<file path="src/rtl/zimo_pkg.sv">
// rtl/zimo_pkg.sv - shared glyph widths, loader states and byte-to-bit mapping
package zimo_pkg;

  localparam int ZIMO_W     = 256;
  localparam int ZIMO_BYTES = 32;
  localparam int ZIMO_AMP_W = 512;

  typedef enum logic [1:0] {
    IDLE,
    FETCH,
    DRAIN,
    DONE
  } zimo_state_e;

  // Byte j sits at bits [8j+7:8j]; row r is bytes 2r (left half) and 2r+1 (right half).
  function automatic logic [7:0] zimo_byte_lsb(input logic [4:0] j);
    return {j, 3'b000};
  endfunction

endpackage

</file>
<file path="src/rtl/zimo_loader_if.sv">
// rtl/zimo_loader_if.sv - request, font ROM and bitmap signals of the glyph loader
interface zimo_loader_if import zimo_pkg::*; #(
  parameter int IDX_W = 8
);

  logic              load_req;
  logic [IDX_W-1:0]  glyph_idx;
  logic              busy;
  logic              rom_en;
  logic [IDX_W+4:0]  rom_addr;
  logic [7:0]        rom_data;
  logic [ZIMO_W-1:0] zimo;
  logic              zimo_valid;

  modport master (
    output load_req, glyph_idx, rom_data,
    input  busy, rom_en, rom_addr, zimo, zimo_valid
  );

  modport slave (
    input  load_req, glyph_idx, rom_data,
    output busy, rom_en, rom_addr, zimo, zimo_valid
  );

endinterface

</file>
<file path="src/rtl/zimo_loader.sv">
// rtl/zimo_loader.sv - fetches one 32-byte glyph from font ROM into a 256-bit word
module zimo_loader import zimo_pkg::*; #(
  parameter int IDX_W   = 8,
  parameter int ROM_LAT = 1
) (
  input  logic          clk,
  input  logic          rst_n,
  zimo_loader_if.slave  ldr
);

  zimo_state_e       state_q;
  logic              busy_q;
  logic              rom_en_q;
  logic [IDX_W+4:0]  rom_addr_q;
  logic [ROM_LAT-1:0] en_dly_q;
  logic [4:0]        cap_cnt_q;
  logic [1:0]        drain_cnt_q;
  logic [ZIMO_W-1:0] shadow_q;
  logic [ZIMO_W-1:0] shadow_d;
  logic [ZIMO_W-1:0] zimo_q;
  logic              zimo_valid_q;
  logic              cap;

  // The delayed enable lines up with the byte the ROM returns this cycle.
  assign cap = en_dly_q[ROM_LAT-1];

  always_comb begin
    shadow_d = shadow_q;
    if (cap) begin
      shadow_d[zimo_byte_lsb(cap_cnt_q) +: 8] = ldr.rom_data;
    end
  end

  always_ff @(posedge clk or negedge rst_n) begin
    if (!rst_n) begin
      state_q      <= IDLE;
      busy_q       <= 1'b0;
      rom_en_q     <= 1'b0;
      rom_addr_q   <= '0;
      en_dly_q     <= '0;
      cap_cnt_q    <= '0;
      drain_cnt_q  <= '0;
      shadow_q     <= '0;
      zimo_q       <= '0;
      zimo_valid_q <= 1'b0;
    end else begin
      zimo_valid_q <= 1'b0;
      shadow_q     <= shadow_d;
      en_dly_q[0]  <= rom_en_q;
      for (int i = 1; i < ROM_LAT; i++) begin
        en_dly_q[i] <= en_dly_q[i-1];
      end
      if (cap) begin
        cap_cnt_q <= cap_cnt_q + 5'd1;
      end

      case (state_q)
        IDLE, DONE: begin
          if (ldr.load_req) begin
            state_q    <= FETCH;
            busy_q     <= 1'b1;
            rom_en_q   <= 1'b1;
            rom_addr_q <= {ldr.glyph_idx, 5'd0};
            cap_cnt_q  <= '0;
          end else begin
            state_q <= IDLE;
          end
        end
        FETCH: begin
          // Only the low five bits count, so the glyph block never carries out.
          if (rom_addr_q[4:0] == 5'd31) begin
            rom_en_q    <= 1'b0;
            drain_cnt_q <= '0;
            state_q     <= DRAIN;
          end else begin
            rom_addr_q[4:0] <= rom_addr_q[4:0] + 5'd1;
          end
        end
        DRAIN: begin
          if (drain_cnt_q == 2'(ROM_LAT - 1)) begin
            state_q      <= DONE;
            busy_q       <= 1'b0;
            zimo_q       <= shadow_d;
            zimo_valid_q <= 1'b1;
          end else begin
            drain_cnt_q <= drain_cnt_q + 2'd1;
          end
        end
        default: state_q <= IDLE;
      endcase
    end
  end

  assign ldr.busy       = busy_q;
  assign ldr.rom_en     = rom_en_q;
  assign ldr.rom_addr   = rom_addr_q;
  assign ldr.zimo       = zimo_q;
  assign ldr.zimo_valid = zimo_valid_q;

endmodule

</file>
<file path="src/flat_wrapper.sv">
// flat-port wrapper written by rule: the top's interface ports become plain ports
module zimo_loader_flat import zimo_pkg::*;
#(
  parameter int IDX_W   = 8,
  parameter int ROM_LAT = 1
)
  (clk, rst_n, ldr_load_req, ldr_glyph_idx, ldr_rom_data, ldr_busy, ldr_rom_en, ldr_rom_addr, ldr_zimo, ldr_zimo_valid);
  zimo_loader_if #(.IDX_W(IDX_W)) ldr_i ();
  input  logic clk;
  input  logic rst_n;
  input wire logic [$bits(ldr_i.load_req)-1:0] ldr_load_req;
  input wire logic [$bits(ldr_i.glyph_idx)-1:0] ldr_glyph_idx;
  input wire logic [$bits(ldr_i.rom_data)-1:0] ldr_rom_data;
  output wire logic [$bits(ldr_i.busy)-1:0] ldr_busy;
  output wire logic [$bits(ldr_i.rom_en)-1:0] ldr_rom_en;
  output wire logic [$bits(ldr_i.rom_addr)-1:0] ldr_rom_addr;
  output wire logic [$bits(ldr_i.zimo)-1:0] ldr_zimo;
  output wire logic [$bits(ldr_i.zimo_valid)-1:0] ldr_zimo_valid;
  assign ldr_i.load_req = ldr_load_req;
  assign ldr_i.glyph_idx = ldr_glyph_idx;
  assign ldr_i.rom_data = ldr_rom_data;
  assign ldr_busy = ldr_i.busy;
  assign ldr_rom_en = ldr_i.rom_en;
  assign ldr_rom_addr = ldr_i.rom_addr;
  assign ldr_zimo = ldr_i.zimo;
  assign ldr_zimo_valid = ldr_i.zimo_valid;
  zimo_loader #(.IDX_W(IDX_W), .ROM_LAT(ROM_LAT)) u_core (.clk(clk), .rst_n(rst_n), .ldr(ldr_i));
endmodule
</file>
<file path="config.mk">
export PLATFORM = sky130hd
export DESIGN_NAME = zimo_loader_flat
export DESIGN_NICKNAME = d
export VERILOG_FILES = /design/src/rtl/zimo_pkg.sv /design/src/rtl/zimo_loader_if.sv /design/src/rtl/zimo_loader.sv /design/src/flat_wrapper.sv
export SDC_FILE = /design/constraint.sdc
export NUM_CORES = 1
export LEC_CHECK = 0
export CAP_MARGIN = 5
export CELL_PAD_IN_SITES_DETAIL_PLACEMENT = 0
export CELL_PAD_IN_SITES_GLOBAL_PLACEMENT = 1
export CORE_MARGIN = 4
export CORE_UTILIZATION = 47
export DETAILED_ROUTE_END_ITERATION = 12
export GPL_TIMING_DRIVEN = 0
export HOLD_SLACK_MARGIN = 0.03
export PLACE_DENSITY = 0.87
export SLEW_MARGIN = 20
export SYNTH_ARGS = -nofsm -noshare
export SYNTH_HDL_FRONTEND = slang
export SYNTH_SLANG_ARGS = --single-unit
</file>
<file path="constraint.sdc">
create_clock -name clk -period 6.15 [get_ports clk]
set_input_delay 1.845 -clock clk [delete_from_list [all_inputs] [get_ports clk]]
set_output_delay 1.845 -clock clk [all_outputs]
set_load 0.01 [all_outputs]
</file>
==> run metrics, run 1 <==
Top FF cell, synth dfrtp_1; antenna violations before repair 1; Yosys cell types 65; Setup CP Type in2reg; mux contribution to synthesized area 0.0862; Seq/Total Area, Yosys 0.627; clk slew on worst S/H paths 60 ps; number of global-route vias before repair 16500; top cells by count, synth dfrtp_1, nand2_1, nor2_1, mux2_2, a31oi_1; Leakage 11.9 nW; Slew @ Worst Pin 1020 ps; hold slack final 461 ps; Die X 222 um; Hold Violations, Final 0; post-synthesis simple-gate area fraction 0.146; CTS max path bufs 3; Layout Cells excl Fill 2932; # diodes 0; crit end category register; startpoint types input pin; share of cells above drive strength 1 0.150; fin crit period 3770 ps; number of I/O port buffers 289; Setup Buffers After CTS 0; Post-Synth XOR/XNOR Area 0.00314; CTS tree built; DP Cell Count 2835; Mean Syn Cell Area 11.1 sq um; Slew headroom 0.320; critical path arrival 4280 ps; pin count of the biggest net entering global routing 91; pwr dens 583 nW/um^2; Fmax achieved 0.265 GHz; cts repair resizes 0; syn nets 1968; TNS Setup 0 ps; 1st-pass router iterations 5; gr usage total 0.250; IO Pins 291; CTS sink count 538; # hold bufs at CTS 0; DR DRC count 0; Final Cycle Share 0.613; hold path start u_core.shadow_q[89]; Die Y 222 um; Routed Antenna Nets 0; number of synthesis warnings 0; Mapped Cells 1939; biggest area consumer among synthesized cells dfrtp_1; final wirelength 61700 um; gpl congestion 0.854; main combinational cell family by area after synthesis simple AND/OR/NAND/NOR gates; Pins Over Slew Limit 0; core footprint 45300 sq um; row count 78; Initial DRC Count 1210; Via-to-Cell Ratio 5.45; Wirelength per Cell 21.0 um; final worst-path setup slack 2380 ps; H-tree Lvls 2; pre-CTS setup slack 1840 ps; most frequent cell after synthesis dfrtp_1; Worst Setup SP ldr_rom_data[6]; unrepaired setup endpoints after global routing false; Final HPWL DP 44100 um; nets 2319; worst hold path type reg2reg; clock latency on the worst-skew pair 590 ps; Max VDD drop 350 uV; status completed; ys async rst share 1.00; CP Max Fanout 10; global-route wire length before repair 97200 um; largest cells by area after synthesis dfrtp_1, nand2_1, mux2_2, nor2_1, a31oi_1; Initial Util 0.474; total gr overflow 0; EDFF count, synth 0; FF+latch count, synth 538; max-cap viol count 0; FF-to-FF Start u_core.cap_cnt_q[0]; Worst Skew 17.4 ps; area grow syn2layout 26.3%; via count 16000; post-synthesis adder-cell area fraction 0.00582; root buf cell clkbuf_16; CTS Buf Count 53; setup violators final 0; post-synth top area share 0.627; Synth Area in Compound Gates 0.107; Mapped Area 21500 sq um; full die area 49200 sq um; Critical Path RT 6660 ps
## cell usage in the layout, fill, tap and decap left out, types with 11 or more instances in the layout
cell type          n
a31oi_1          126
o21ai_0           58
nand2_1          415
dfrtp_1          538
mux2_4            16
inv_1             11
o21a_1            51
clkbuf_8          19
clkdlybuf4s50_1  288
mux2_2           137
clkbuf_1          86
buf_2             27
nor2_1           229
clkbuf_16         54
a21oi_1           52
or2_2             36
a22o_1            21
nand3_1           21
## worst paths after layout
path                                        end  slack (ps)  cells past startpoint
max                        u_core.ldr.zimo[158]        2380                      6
min reg2reg                 u_core.shadow_q[89]         460                      2
min                         u_core.shadow_q[89]         460                      2
max in group asynchronous  u_core.shadow_q[166]        3180                      5
max reg2reg                u_core.ldr.zimo[130]        2650                      9
min in group asynchronous  u_core.ldr.zimo[105]        1190                      1
## where the power goes
group          internal, mW  leakage (nW)  switching (mW)  total, mW
registers              5.11          6.09           0.818       5.93
logic                  2.96          4.89            3.63       6.59
clock network          1.97         0.888            1.35       3.31
total                  10.0          11.9            5.80       15.8
## worst max-delay path, cell delays in order
cell and delay [ps]:
clkdlybuf4s50_1 660, clkbuf_1 600, nand2_1 600, nor2_1 290, nand2_1 110, a31oi_1 170
## sequential cells by signal, indices dropped and copies added, names as in the netlist
name / flops
u_core.cap: 1
u_core.cap_cnt_q: 5
u_core.drain_cnt_q: 2
u_core.ldr.busy: 1
u_core.ldr.rom_addr: 13
u_core.ldr.rom_en: 1
u_core.ldr.zimo: 256
u_core.ldr.zimo_valid: 1
u_core.shadow_q: 256
u_core.state_q: 2
## routing by layer
layer  global-route usage  vias up  routed length, um
met5                    0        -                  0
met1                0.333     8042              25700
met4               0.0852        0               2170
li1                     -     7288                  -
met3               0.0626      112               4630
met2                0.406      533              29200
## final cells by class
cell class	instances	area, sq um
plain buffers	113	507
clock buffers	85	1660
clock inverters	12	160
fillers	3781	18100
inverters	11	41.3
multi-input cells	1277	7470
flip-flops and latches	538	13500
well taps	600	751
repair buffers	296	3090
## metrics by stage
stage | area [sq um] | utilization | power (mW)
final | 27100 | 0.599 | 15.8
after global routing | 27100 | 0.599 | 16.8
after CTS | 27100 | 0.599 | 15.9
after detailed placement | 25300 | 0.559 | 12.5
after global placement | 25100 | 0.555 | 12.3
after floorplan | 21500 | - | 9.38
## cell families after synthesis
logic type	count (synthesis)
simple gates	755
flops	538
compound gates	346
mux	160
buf+inv	124
fa+ha+maj	10
xor+xnor	6
Note: power is estimated with default switching activity, not from simulation.
==> run 2: changes to the inputs <==
- CORE_UTILIZATION: 47 -> 43
- PLACE_DENSITY: 0.87 -> 0.81
- clock period: 6.15 -> 3.8 ns (I/O delays scaled with it)
==> run 2 against run 1 <==
  * Utilization decreased by 4.7 points
  * Clock skew increased by 8.7 ps
  * Critical path type is now reg2reg
  * Largest cell class unchanged
  * Sequential share of layout area about the same
  * Count of clock-buffer cells in the layout decreased by 7
  * Setup slack got worse by 2100 ps
  * First-iteration DRC count increased by 6.3%
  * Critical path depth increased by 4
  * Final area about the same
  * Global-route usage decreased by 1.8 points
  * Cell count increased by 2.1%
==> run metrics, run 2 (synthesis results as in run 1) <==
Final Cycle Share 0.920; CTS sink count 538; FF-to-FF Start u_core.cap_cnt_q[0]; Die Y 232 um; area grow syn2layout 26.4%; # diodes 0; Layout Cells excl Fill 2995; clock latency on the worst-skew pair 610 ps; most frequent CP cell buf_2; clk slew on worst S/H paths 60 ps; Crit-path slowest cell xnor2_2; reg2reg path depth 10; H-tree Lvls 2; global-route wire length before repair 96200 um; Final HPWL DP 44600 um; Pins Over Slew Limit 0; Reg area 13500 sq um; commonest non-fill, non-tap cell in the layout dfrtp_1; root buf cell clkbuf_16; gpl congestion 0.841; Pint 16.2 mW; CTS Buf Count 54; Max stage delay on crit path 620 ps; IO Pins 291; startpoint types register; antenna violations before repair 0; Slew @ Worst Pin 1060 ps; crit end category register; share of cells above drive strength 1 0.150; number of global-route vias before repair 16100; via count 15800; DR DRC count 0; critical path arrival 4010 ps; Leakage 11.8 nW; unrepaired setup endpoints after global routing false; row count 81; TNS Setup 0 ps; full die area 53600 sq um; DP Cell Count 2897; Net Sw Power 9.45 mW; Sequential Power Share 0.373; hold path start u_core.shadow_q[158]; most frequent cells in the layout dfrtp_1, nand2_1, clkdlybuf4s50_1; Initial Util 0.437; setup violators final 0; core footprint 49200 sq um; CTS max path bufs 3; CP Max Fanout 10; Initial DRC Count 1286; total gr overflow 0; final wirelength 62700 um; 1st-pass router iterations 6; Gate power share 0.417; Layout fillers 4195; CP Cell Sequence clkbuf_1, buf_2, inv_1, ha_1, nor3b_4, xnor2_2, buf_2, o211ai_2, or2_2, a31oi_1; number of I/O port buffers 289; Via-to-Cell Ratio 5.29; Slew headroom 0.296; Routed Antenna Nets 0; fin crit period 3500 ps; multi-input logic area 7480 sq um; hold path depth 2; gr usage total 0.232; Worst Setup SP u_core.cap_cnt_q[0]; Critical Path RT 4310 ps; worst hold path type reg2reg; CTS tree built; Max VDD drop 516 uV; Setup CP Type reg2reg; Hold Violations, Final 0; Fmax achieved 0.286 GHz; Clk network pwr share 0.210; pin count of the biggest net entering global routing 100; Wirelength per Cell 20.9 um; pwr dens 944 nW/um^2; Sw Share 0.368; Worst Skew 26.1 ps; status completed; nets 2318; max-cap viol count 0; Die X 232 um
==> run 2: final timing paths <==
path / slack, ps / end
worst max-delay path: 300 / u_core.ldr.zimo[93]
worst min-delay path: 460 / u_core.shadow_q[158]
worst max register to register: 300 / u_core.ldr.zimo[93]
worst min register to register: 460 / u_core.shadow_q[158]
max in group asynchronous: 1800 / u_core.ldr.rom_addr[5]
min in group asynchronous: 550 / u_core.ldr.zimo_valid
==> run 2: per-stage QoR <==
| step | utilization | setup WS (ps) | hold slack (ps) | cell area (sq um) | power (mW) |
|---|---|---|---|---|---|
| 4_1_cts | 0.552 | 324 | 463 | 27100 | 25.8 |
| 5_1_grt | 0.552 | 37.0 | 477 | 27100 | 27.2 |
| 3_3_place_gp | 0.513 | -21630 | 443 | 25200 | 20.1 |
| 3_5_place_dp | 0.516 | 74.2 | 449 | 25400 | 20.4 |
| 6_report | 0.552 | 303 | 458 | 27100 | 25.6 |
| 2_1_floorplan | - | 803 | 432 | 21500 | 15.2 |
==> run 2: layer usage <==
layer,global-route usage,vias up,share of wire
met2,0.370,482,0.47
met1,0.319,7983,0.43
met3,0.0653,85,0.079
met4,0.0557,0,0.023
li1,-,7294,-
met5,0,-,0
==> run 2: area by class of cell <==
| cell class | count | share of cell area |
|---|---|---|
| repair buffers | 294 | 0.112 |
| flip-flops and latches | 538 | 0.496 |
| clock inverters | 20 | 0.00807 |
| plain buffers | 113 | 0.0187 |
| multi-input cells | 1277 | 0.276 |
| well taps | 664 | 0.0306 |
| clock buffers | 78 | 0.0579 |
| inverters | 11 | 0.00152 |
==> run 2: timing repair <==
action	CTS	global route
hold buffers	0	0
buffers inserted	0	0
setup endpoints to repair	0	3
resized for setup	0	1
==> run 2: power by group through the flow <==
stage	Sequential, mW	Combinational [mW]	Clock [mW]
floorplan	9.81	5.37	0
global placement	9.67	10.4	0
detailed placement	9.67	10.7	0
CTS	9.59	10.7	5.48
global route	9.81	11.7	5.73
finish	9.57	10.7	5.39
==> run 2: worst max-delay path: cells and delay by family (launching register included) <==
kind,cells,cell delay (ps)
AOI/OAI and AO/OA,2,490
xor gates and xnor gates,1,620
adders and majority gates,1,220
buffers and inverters,4,1120
DFF,1,410
and+or+nand+nor,2,550
==> run 3: changes to the inputs <==
- CAP_MARGIN: 5 -> default
==> results of run 3 <==
No change in the layout: final DEF, timing and power equal those of run 2.
